`src/rtl/spi_req_arbiter.sv`:
```
// Round-robin arbiter sharing one spi_master between NUM_REQ requesters.
// Each grant loads that requester's SPI mode, divider and word into the
// master, and a watchdog abandons transfers whose busy handshake stalls.
module spi_req_arbiter #(
  parameter int unsigned NUM_REQ     = 4,
  parameter int unsigned DATA_WIDTH  = 16,
  parameter int unsigned TIMEOUT_CYC = 4096
) (
  input  logic                          clk,
  input  logic                          reset_n,
  input  logic [NUM_REQ-1:0]            req_valid,
  input  logic [NUM_REQ*DATA_WIDTH-1:0] req_tx_data,
  input  logic [NUM_REQ-1:0]            cfg_cpol,
  input  logic [NUM_REQ-1:0]            cfg_cpha,
  input  logic [NUM_REQ*4-1:0]          cfg_clk_div,
  output logic [NUM_REQ-1:0]            req_ack,
  output logic [NUM_REQ-1:0]            rsp_done,
  output logic [NUM_REQ-1:0]            rsp_err,
  output logic [DATA_WIDTH-1:0]         rsp_data,
  output logic [NUM_REQ-1:0]            cs_n,
  output logic                          spi_enable,
  output logic                          spi_cpol,
  output logic                          spi_cpha,
  output logic [3:0]                    spi_clk_div,
  output logic [DATA_WIDTH-1:0]         spi_tx_data,
  input  logic                          spi_busy,
  input  logic                          spi_ss_n,
  input  logic [DATA_WIDTH-1:0]         spi_rx_data
);

  localparam int unsigned IW = $clog2(NUM_REQ);
  localparam int unsigned WW = $clog2(TIMEOUT_CYC);

  typedef enum logic [1:0] {
    S_IDLE,
    S_START,
    S_WAIT_BSY,
    S_XFER
  } state_e;

  state_e        state_q;
  logic [IW-1:0] rr_q;
  logic [IW-1:0] sel_q;
  logic [WW-1:0] wdog_q;

  logic [IW-1:0] cand;
  logic [IW-1:0] pick_idx;
  logic          pick_vld;
  logic [IW-1:0] sel_next;
  logic [WW-1:0] wdog_inc;
  logic          wdog_expired;

  assign sel_next     = (sel_q == IW'(NUM_REQ - 1)) ? '0 : sel_q + IW'(1);
  assign wdog_inc     = wdog_q + WW'(1);
  assign wdog_expired = (wdog_inc == WW'(TIMEOUT_CYC - 1));

  // First asserted request at or after the round-robin pointer, wrapping.
  always_comb begin
    pick_vld = 1'b0;
    pick_idx = '0;
    cand     = '0;
    for (int unsigned k = 0; k < NUM_REQ; k++) begin
      cand = IW'((32'(rr_q) + k) % NUM_REQ);
      if (!pick_vld && req_valid[cand]) begin
        pick_vld = 1'b1;
        pick_idx = cand;
      end
    end
  end

  // Route the master's single slave select to the selected requester.
  always_comb begin
    cs_n = '1;
    for (int unsigned i = 0; i < NUM_REQ; i++) begin
      cs_n[i] = ~((sel_q == IW'(i)) && !spi_ss_n);
    end
  end

  // Grant / transfer FSM with watchdog; all master-side and response outputs registered.
  always_ff @(posedge clk or negedge reset_n) begin
    if (!reset_n) begin
      state_q     <= S_IDLE;
      rr_q        <= '0;
      sel_q       <= '0;
      wdog_q      <= '0;
      spi_enable  <= 1'b0;
      spi_cpol    <= 1'b0;
      spi_cpha    <= 1'b0;
      spi_clk_div <= '0;
      spi_tx_data <= '0;
      req_ack     <= '0;
      rsp_done    <= '0;
      rsp_err     <= '0;
      rsp_data    <= '0;
    end else begin
      req_ack  <= '0;
      rsp_done <= '0;
      rsp_err  <= '0;
      if (state_q == S_IDLE) begin
        if (pick_vld && !spi_busy) begin
          sel_q             <= pick_idx;
          spi_enable        <= 1'b1;
          spi_tx_data       <= req_tx_data[pick_idx*DATA_WIDTH +: DATA_WIDTH];
          spi_cpol          <= cfg_cpol[pick_idx];
          spi_cpha          <= cfg_cpha[pick_idx];
          spi_clk_div       <= cfg_clk_div[pick_idx*4 +: 4];
          req_ack[pick_idx] <= 1'b1;
          wdog_q            <= '0;
          state_q           <= S_START;
        end
      end else begin
        wdog_q <= wdog_inc;
        // Abort takes priority over any handshake progress in the same cycle.
        if (wdog_expired) begin
          spi_enable     <= 1'b0;
          rsp_err[sel_q] <= 1'b1;
          rr_q           <= sel_next;
          state_q        <= S_IDLE;
        end else begin
          case (state_q)
            S_START: begin
              spi_enable <= 1'b0;
              state_q    <= S_WAIT_BSY;
            end
            S_WAIT_BSY: begin
              if (spi_busy) state_q <= S_XFER;
            end
            S_XFER: begin
              if (!spi_busy) begin
                rsp_data        <= spi_rx_data;
                rsp_done[sel_q] <= 1'b1;
                rr_q            <= sel_next;
                state_q         <= S_IDLE;
              end
            end
            default: state_q <= S_IDLE;
          endcase
        end
      end
    end
  end

endmodule

```
`config.mk`:
```
export PLATFORM = sky130hd
export DESIGN_NAME = spi_req_arbiter
export DESIGN_NICKNAME = d
export VERILOG_FILES = /design/src/rtl/spi_req_arbiter.sv
export SDC_FILE = /design/constraint.sdc
export NUM_CORES = 1
export LEC_CHECK = 0
export BUFFER_PORTS_ARGS = -buffer_cell sky130_fd_sc_hd__buf_4
export CORE_AREA = 2 2 86 170
export CTS_CLUSTER_SIZE = 20
export DETAILED_ROUTE_END_ITERATION = 8
export DIE_AREA = 0 0 88 172
export SYNTH_ARGS = -nofsm -noshare
export SYNTH_HDL_FRONTEND = slang
export SYNTH_SLANG_ARGS = --single-unit
```
`constraint.sdc`:
```
create_clock -name clk -period 4.4 [get_ports clk]
set_input_delay 0.88 -clock clk [delete_from_list [all_inputs] [get_ports clk]]
set_output_delay 0.88 -clock clk [all_outputs]
set_load 0.1 [all_outputs]
```
## Yosys cells after proc, flatten, opt, wreduce, memory -nomap -nowiden

Cells that the tools add are included.

- Register bits: 69
- Word-level logic and storage cells: 118

- $add $sub $neg: 5
- Order comparisons: 8
- Shifts and indexed selects: 2
- Bitwise gates (word level): 7
- Reductions and logical operators: 24
- Equal/unequal tests: 11
- Mux-type cells: 48

Operators with widths:

| kind | number |
|---|---|
| $shiftx 64x7->16 | 1 |
| $mux 4 | 8 |
| $mux 2 | 13 |
| $mux 12 | 2 |
| $lt 2x3->1 const B | 6 |
| $mux 1 | 16 |
| $shiftx 16x5->4 | 1 |
| $add 12x1->12 const B | 1 |
| $bmux 1 s2 | 6 |
| $eq 12x12->1 const B | 1 |
| $logic_and 1x1->1 | 10 |
| $eq 2x2->1 const B | 4 |
| $ne 4x4->1 const B | 2 |
| $not 1->1 | 7 |
| $pmux 2 s3 | 1 |
| $reduce_and 3->1 | 2 |
| $logic_not 1->1 | 5 |
| $add 2x1->2 const B | 2 |
| $add 2x2->2 const B | 2 |
| $demux 1 s2 | 2 |
| $eq 2x1->1 const B | 2 |
| $ge 2x1->1 const B | 2 |
| $logic_not 2->1 | 2 |
| $ne 2x1->1 const B | 2 |
| 4 further kinds | 5 |

## Longest topological paths before layout

Gate-level depths: netlist of run 1.

- Depth after elaboration: 18
- Depth in mapped cells: 8
- Gate-level depth less buffers: 7

## Worst setup path after synthesis of run 1

Ideal clock, no wire load.

- Path type: input port to flip-flop
- Start point: input port req_valid[0]
- End point: register spi_tx_data[10]
- Setup slack: 1602 ps
- Library setup time: 125 ps
- Stages on the path: 7
- Buffers on the path: 2
- Data arrival time: 2672 ps
- Required time: 4275 ps
- Cells stage by stage: a21o_1 a21boi_0 o22a_1 buf_2 buf_2 mux4_2 mux2_2

- Word-level cells in the longest chain between the ends: 14

RTL lines:

| element | RTL line | source |
|---|---|---|
| start, declared | 11 | `input logic [NUM_REQ-1:0] req_valid,` |
| branches (longest 14 deep; another with $bmux 1 s2) | n/a |  |
| end signal, assigned | 103 | `spi_tx_data <= req_tx_data[pick_idx*DATA_WIDTH +: DATA_WIDTH];` |
| end, declared | 25 | `output logic [DATA_WIDTH-1:0] spi_tx_data,` |

Several ways; the timed one is not identified. The select of a mux whose other input is x is not followed.
A chain may end at the register's enable or synchronous reset.

## Final worst setup path of run 1

- Start point: register wdog_q[0]
- End point: register rsp_data[9]

- Word-level cells in the longest chain between the ends: 4

RTL lines:

| element | RTL line | source |
|---|---|---|
| start, declared | 44 | `logic [WW-1:0] wdog_q;` |
| start signal, assigned | 112 | `wdog_q <= wdog_inc;` |
| $add 12x1->12 | 54 | `assign wdog_inc = wdog_q + WW'(1);` |
| $eq 12x12->1 | 55 | `assign wdog_expired = (wdog_inc == WW'(TIMEOUT_CYC - 1));` |
| $not 1->1 (no line) | n/a |  |
| $reduce_and 4->1 (no line) | n/a |  |
| end signal, assigned | 130 | `rsp_data <= spi_rx_data;` |
| end, declared | 19 | `output logic [DATA_WIDTH-1:0] rsp_data,` |

Every way passes these cells.

==> flow_summary.ini, run 1 <==
[outcome]
status = completed

[worst_setup_path]
critPathSlowestCell = o311ai_4
path_cells = ha_1 -> nand4_1 -> nor4b_2 -> nor4_1 -> a2111o_1 -> o311ai_4 -> buf_4 -> mux2_4
critPathMaxFanout = 12
cpPeakStageDelay_ns = 0.64
critPathLaunchType = flip-flop
cp.arrival_ns = 3.43
startpoint = wdog_q[0]
required_ns = 4.62
r2r-start = wdog_q[0]
crit_path_end_kind = flip-flop
crit_type = flip-flop to flip-flop

[timing]
finalSetupViolations = 0
worstMarginPinSlew_ns = 0.9019
slew_violations = 0
max_slew_margin = 0.3987
period_share = 0.7300
hold_viol_final = 0
tns_ns = 0
fin_worst_skew_ns = 0.005844
setup_slack_ns = 1.188
period_needed_ns = 3.212
rsz0062_at_grt = false
clock.fmax_mhz = 311.4

[routing]
first_pass_iters = 4
avgRoutedWirePerCell_um = 15.68
drt_first_iter_violations = 142
drt-total-wl_um = 10270
avgViaCountPerCell = 4.715
via_count = 3088
postRouteAntennaNets = 0
route.detailed.drc = 0

[grt]
grt_usage = 0.1407
grt_max_degree = 70
antenna_found_initial = 0
grt_pass1_vias = 3297
grt_overflow = 0
grt_pass1_wl_um = 16240

[placed_design]
routabilityCongestion = 0.8307
dpl.hpwl_um = 8059
place_ws_ns = 1.176
dpl-instance-area_mm2 = 0.005211
portBuffers = 166

[flow_run]
cap_violations = 0

[floorplanning]
die_w_um = 88
io-pin-count = 167
start_util = 0.2739
core_area_mm2 = 0.01381
die_h_um = 172
row_count = 61
die_area_mm2 = 0.01514

[logic_synthesis]
syn_inst = 296
synth_area_mm2 = 0.003784
async_flop_share = 1.000
ys_seq_area_frac = 0.4563
ys_ff_latch = 69
synth_area_per_cell_um2 = 12.78
synth-main-ff-cell = dfrtp_1
yosys_warnings = 0
ys_types = 49
synth-edff-count = 0
syn-num-nets = 418

[final_layout]
design_area_mm2 = 0.005479
regArea_mm2 = 0.001727
layout-drive-gt1-share = 0.5515
n_antenna_cell = 0
fillers = 1344
syn_to_final_growth_pct = 44.81
multi_input_area_mm2 = 0.001931
nets = 583

[clocking]
cts_max_level = 3
cts-root-buf = clkbuf_16
cts_tree = done
clkLatencyLatePin_ns = 0.34
cts_post_setup_buffers_inserted = 0
cts_made_buffers = 9
cts.path.max_buffers = 2
numClockSinks = 69
cts.clk_slew.worst_paths_ns = 0.06
postCtsHoldBufs = 0
ctsResizeCount = 0

[power]
p_total_mw = 4.491
peakVddDrop_uv = 456.8
power.leakage_nw = 2.506
power_density_mw_per_mm2 = 819.7

[min_path]
worstHoldPathType = flip-flop to flip-flop
min_from = rsp_data[1]
-- synth_stat cells, drive strengths merged (3+ instances only) --
| cell type | instances | area share |
|---|---|---|
| nor3 | 7 | 0.012 |
| inv | 9 | 0.0089 |
| mux2 | 40 | 0.13 |
| mux4 | 22 | 0.13 |
| clkbuf | 8 | 0.0079 |
| nand2 | 16 | 0.016 |
| o21ai | 15 | 0.020 |
| ha | 10 | 0.033 |
| nand3b | 3 | 0.0060 |
| nor4 | 3 | 0.0050 |
| a31oi | 3 | 0.0050 |
| nor2b | 3 | 0.0050 |
| and2 | 6 | 0.011 |
| buf | 9 | 0.018 |
| a21oi | 7 | 0.0093 |
| o41ai | 3 | 0.0089 |
| o22ai | 3 | 0.0050 |
| nor2 | 20 | 0.020 |
| a22o | 4 | 0.0093 |
| dfrtp | 69 | 0.46 |
| nand2b | 9 | 0.015 |
| xnor2 | 3 | 0.0069 |
| nand3 | 3 | 0.0073 |
-- critical path: cells and delay by family, from the launching register on --
kind / cells / cell delay (ns)
DFF: 1 / 0.44
adders and majority gates: 1 / 0.35
AOI/OAI and AO/OA: 2 / 1.15
buffers and inverters: 1 / 0.29
muxes: 1 / 0.31
and+or+nand+nor: 3 / 0.55
-- cell type report --
type	instances	share of cell area
multi-input combinational	201	0.3524
sequential	69	0.3151
timing repair buffer	171	0.2343
tap	189	0.04316
clock buffer	10	0.04179
clock inverter	6	0.007079
inverter	9	0.006166
-- path summary, 6_finish.rpt --
| path | to | slack, ns | cells after the start |
|---|---|---|---|
| worst max-delay path | rsp_data[9] | 1.19 | 8 |
| worst min-delay path | rsp_data[1] | 0.50 | 1 |
| worst max register to register | rsp_data[9] | 1.19 | 8 |
| worst min register to register | rsp_data[1] | 0.50 | 1 |
| max in group asynchronous | rsp_err[2] | 3.14 | 1 |
| min in group asynchronous | spi_tx_data[2] | 0.66 | 1 |
-- metal layers --
metal	share of wire	global-route usage	vias up
li1	-	-	1425
met1	0.33	0.1380	1535
met2	0.59	0.2678	108
met3	0.050	0.03484	20
met4	0.026	0.06288	0
met5	0	0	-
-- flip-flops by register name (all words and copies together) (netlist names) --
signal       flops
rsp_data        16
spi_tx_data     16
wdog_q          12
req_ack          4
rsp_done         4
rsp_err          4
spi_clk_div      4
rr_q             2
sel_q            2
state_q          2
spi_cpha         1
spi_cpol         1
spi_enable       1
-- logic make-up after synthesis --
logic type / synth area share
simple gates: 0.1174
flops: 0.4564
mux: 0.2626
compound gates: 0.08697
buf+inv: 0.03439
fa+ha+maj: 0.03307
xor+xnor: 0.009261
-- where the power goes --
part,leakage (nW),switching [mW],internal (mW)
logic,1.51,2.00,0.797
registers,0.868,0.163,0.871
clock network,0.129,0.279,0.380
-- per-stage QoR --
step | hold WS [ns] | std cells | utilization
global placement | 0.4793 | 639 | 0.3772
finish | 0.5000 | 655 | 0.3966
floorplan | 0.4704 | 296 | -
global route | 0.5201 | 655 | 0.3966
CTS | 0.5045 | 655 | 0.3966
detailed placement | 0.4909 | 639 | 0.3772
-- cell usage in the layout, fill, tap and decap left out, types with 9 or more instances in the layout --
cell type  netlist  final
ha_1            10     10
nor2_1          20     19
dfrtp_1         69     69
inv_1            9      9
clkbuf_16        0      9
mux2_4          10     10
o21ai_0         15     15
nand2b_1         9      9
buf_4            1    171
mux4_2          22     22
mux2_2          24     24
nand2_1         16     16
Power figures use the tool's default switching activity.
==> run 2: changes to the inputs <==
--- a/config.mk
+++ b/config.mk
@@ -5,11 +5,12 @@
 export SDC_FILE = /design/constraint.sdc
 export NUM_CORES = 1
 export LEC_CHECK = 0
+export ABC_AREA = 1
 export BUFFER_PORTS_ARGS = -buffer_cell sky130_fd_sc_hd__buf_4
-export CORE_AREA = 2 2 86 170
+export CORE_AREA = 2 2 91 181
 export CTS_CLUSTER_SIZE = 20
 export DETAILED_ROUTE_END_ITERATION = 8
-export DIE_AREA = 0 0 88 172
+export DIE_AREA = 0 0 93 183
 export SYNTH_ARGS = -nofsm -noshare
 export SYNTH_HDL_FRONTEND = slang
 export SYNTH_SLANG_ARGS = --single-unit
==> constraint.sdc (replaced) <==
create_clock -name clk -period 2.7 [get_ports clk]
set_input_delay 0.54 -clock clk [delete_from_list [all_inputs] [get_ports clk]]
set_output_delay 0.54 -clock clk [all_outputs]
set_load 0.1 [all_outputs]
==> flow_summary.ini, run 2 <==
[timing]
setup_slack_ns = 0.4115
hold_viol_final = 0
period_share = 0.8476
rsz0062_at_grt = false
fin_worst_skew_ns = 0.004972
max_slew_margin = 0.4133
hold_ws_ns = 0.3087
period_needed_ns = 2.288
finalSetupViolations = 0
slew_violations = 0
clock.fmax_mhz = 437.0
worstMarginPinSlew_ns = 0.8801
tns_ns = 0

[logic_synthesis]
ys_ff_latch = 69
async_flop_share = 1.000
yosys_warnings = 0
ys_seq_area_frac = 0.3988
post-synth-top-area-fraction = 0.3988
syn_inst = 615
synth_area_leaders = dfrtp_1 (40%), nand2_1 (21%), inv_1 (8.4%)
synth_area_per_cell_um2 = 7.039
synth-main-ff-cell = dfrtp_1
synth_area_leader_cell = dfrtp_1
synth-edff-count = 0
synth_common_cells = nand2_1 (238), inv_1 (97), dfrtp_1 (69), nand3_1 (46), o21ai_0 (34)
synth.most_common_cell = nand2_1
synth_area_mm2 = 0.004329
ys_types = 30
syn-num-nets = 737

[clocking]
ctsResizeCount = 0
cts-root-buf = clkbuf_16
cts_made_buffers = 9
numClockSinks = 69
clkLatencyLatePin_ns = 0.33
postCtsHoldBufs = 0
cts.clk_slew.worst_paths_ns = 0.05
cts_post_setup_buffers_inserted = 0
cts.path.max_buffers = 2
cts_tree = done
cts_max_level = 3

[routing]
avgViaCountPerCell = 4.512
postRouteAntennaNets = 0
first_pass_iters = 4
drt_first_iter_violations = 190
route.detailed.drc = 0
via_count = 4440
avgRoutedWirePerCell_um = 13.11
drt-total-wl_um = 12900

[final_layout]
syn_to_final_growth_pct = 39.68
finalNonFillerCells = 984
fillers = 1673
layout_common_cells = nand2_1 (238), buf_4 (176), inv_1 (97)
reg_top3 = rsp_data (16), spi_tx_data (16), wdog_q (12)
design_area_mm2 = 0.006047
n_antenna_cell = 0
layout-drive-gt1-share = 0.2886
nets = 901
utilization = 0.3873
mostFrequentLayoutCell = nand2_1

[worst_setup_path]
crit_path_frequent_cell = nand2_1
critPathSlowestCell = dfrtp_1
crit_path_end_kind = flip-flop
critPathLaunchType = flip-flop
required_ns = 2.90
cp.arrival_ns = 2.49
crit_type = flip-flop to flip-flop
critPathMaxFanout = 36
r2r_setup_slack_ns = 0.41
path_cells = ha_1 -> nand2_1 -> nor2_1 -> nand2_1 -> xor2_1 -> nor2_1 -> nand2_1 -> nor2_1 -> nand2_1 -> nand3_2 -> buf_4 -> o21ai_0
cpPeakStageDelay_ns = 0.40

[grt]
grt_pass1_vias = 4443
antenna_found_initial = 0
grt_max_degree = 70
grt_pass1_wl_um = 21270
grt_usage = 0.1547
grt_overflow = 0

[placed_design]
place_ws_ns = 0.4687
routabilityCongestion = 0.8969
dp.cells = 969
portBuffers = 166
dpl-instance-area_mm2 = 0.005766
dpl.hpwl_um = 9971

[floorplanning]
die_w_um = 93
start_util = 0.2772
row_count = 65
die_area_mm2 = 0.01702
die_h_um = 183
core_area_mm2 = 0.01562
io-pin-count = 167

[min_path]
worstHoldPathType = input port to asynchronous set/reset pin

[outcome]
status = completed

[power]
power.leakage_nw = 3.408
p_total_mw = 8.834
power_density_mw_per_mm2 = 1461
peakVddDrop_uv = 943.5

[flow_run]
cap_violations = 0
-- run 2: cell count changes after synthesis, sizes merged, moves of 9 or more --
cell and delta:
nand2b -9, buf +11, mux2 -40, nand2 +231
mux4 -22, nand3 +58, inv +94, o21ai +19
nand4 +24
-- run 2: worst paths after layout --
| kind | startpoint | endpoint | cells after the start |
|---|---|---|---|
| setup / recovery | wdog_q[1] | rsp_data[13] | 12 |
| setup reg to reg | wdog_q[1] | rsp_data[13] | 12 |
| max in group asynchronous | reset_n | rsp_data[2] | 1 |
| min in group clk | spi_rx_data[11] | rsp_data[11] | 3 |
| hold / removal | reset_n | wdog_q[3] | 1 |
| hold reg to reg | spi_clk_div[0] | spi_clk_div[0] | 2 |
-- run 2: per-layer routing --
metal | vias up | global-route usage | part of all wire
li1 | 2221 | - | -
met1 | 2010 | 0.1952 | 0.44
met2 | 195 | 0.2510 | 0.44
met3 | 14 | 0.05053 | 0.10
met4 | 0 | 0.04588 | 0.016
met5 | - | 0 | 0
-- run 2: kinds of logic (layout without fill, tap and decap cells) --
group / count (synthesis) / count (layout) / synth area share
adder cells (fa/ha/maj): 10 / 10 / 0.02890
XOR/XNOR: 8 / 8 / 0.01619
AND/OR/NAND/NOR: 360 / 360 / 0.3838
flip-flops: 69 / 69 / 0.3988
buffers and inverters: 127 / 295 / 0.1225
AO/OA/AOI/OAI: 41 / 41 / 0.04971
-- run 2: cell type report --
type	count	area, um^2	area share
clock inverter	5	52.55	0.008690
tap	201	251.5	0.04159
clock buffer	10	229.0	0.03786
timing repair buffer	176	1321	0.2185
sequential	69	1727	0.2855
multi-input combinational	419	2072	0.3426
inverter	104	394.1	0.06518
-- run 2: power by group --
group	leakage [nW]	internal [mW]	switching [mW]
Combinational	2.38	1.49	4.55
Sequential	0.892	1.41	0.254
Clock	0.138	0.704	0.427
Total	3.41	3.61	5.23
-- run 2: worst max-delay path: cells and delay by family, from the launching register on --
family / cells / cell delay, ns
AO/OA/AOI/OAI: 1 / 0.13
XOR/XNOR: 1 / 0.17
adder cells (fa/ha/maj): 1 / 0.21
buffers and inverters: 1 / 0.29
flip-flops: 1 / 0.40
AND/OR/NAND/NOR: 8 / 0.94
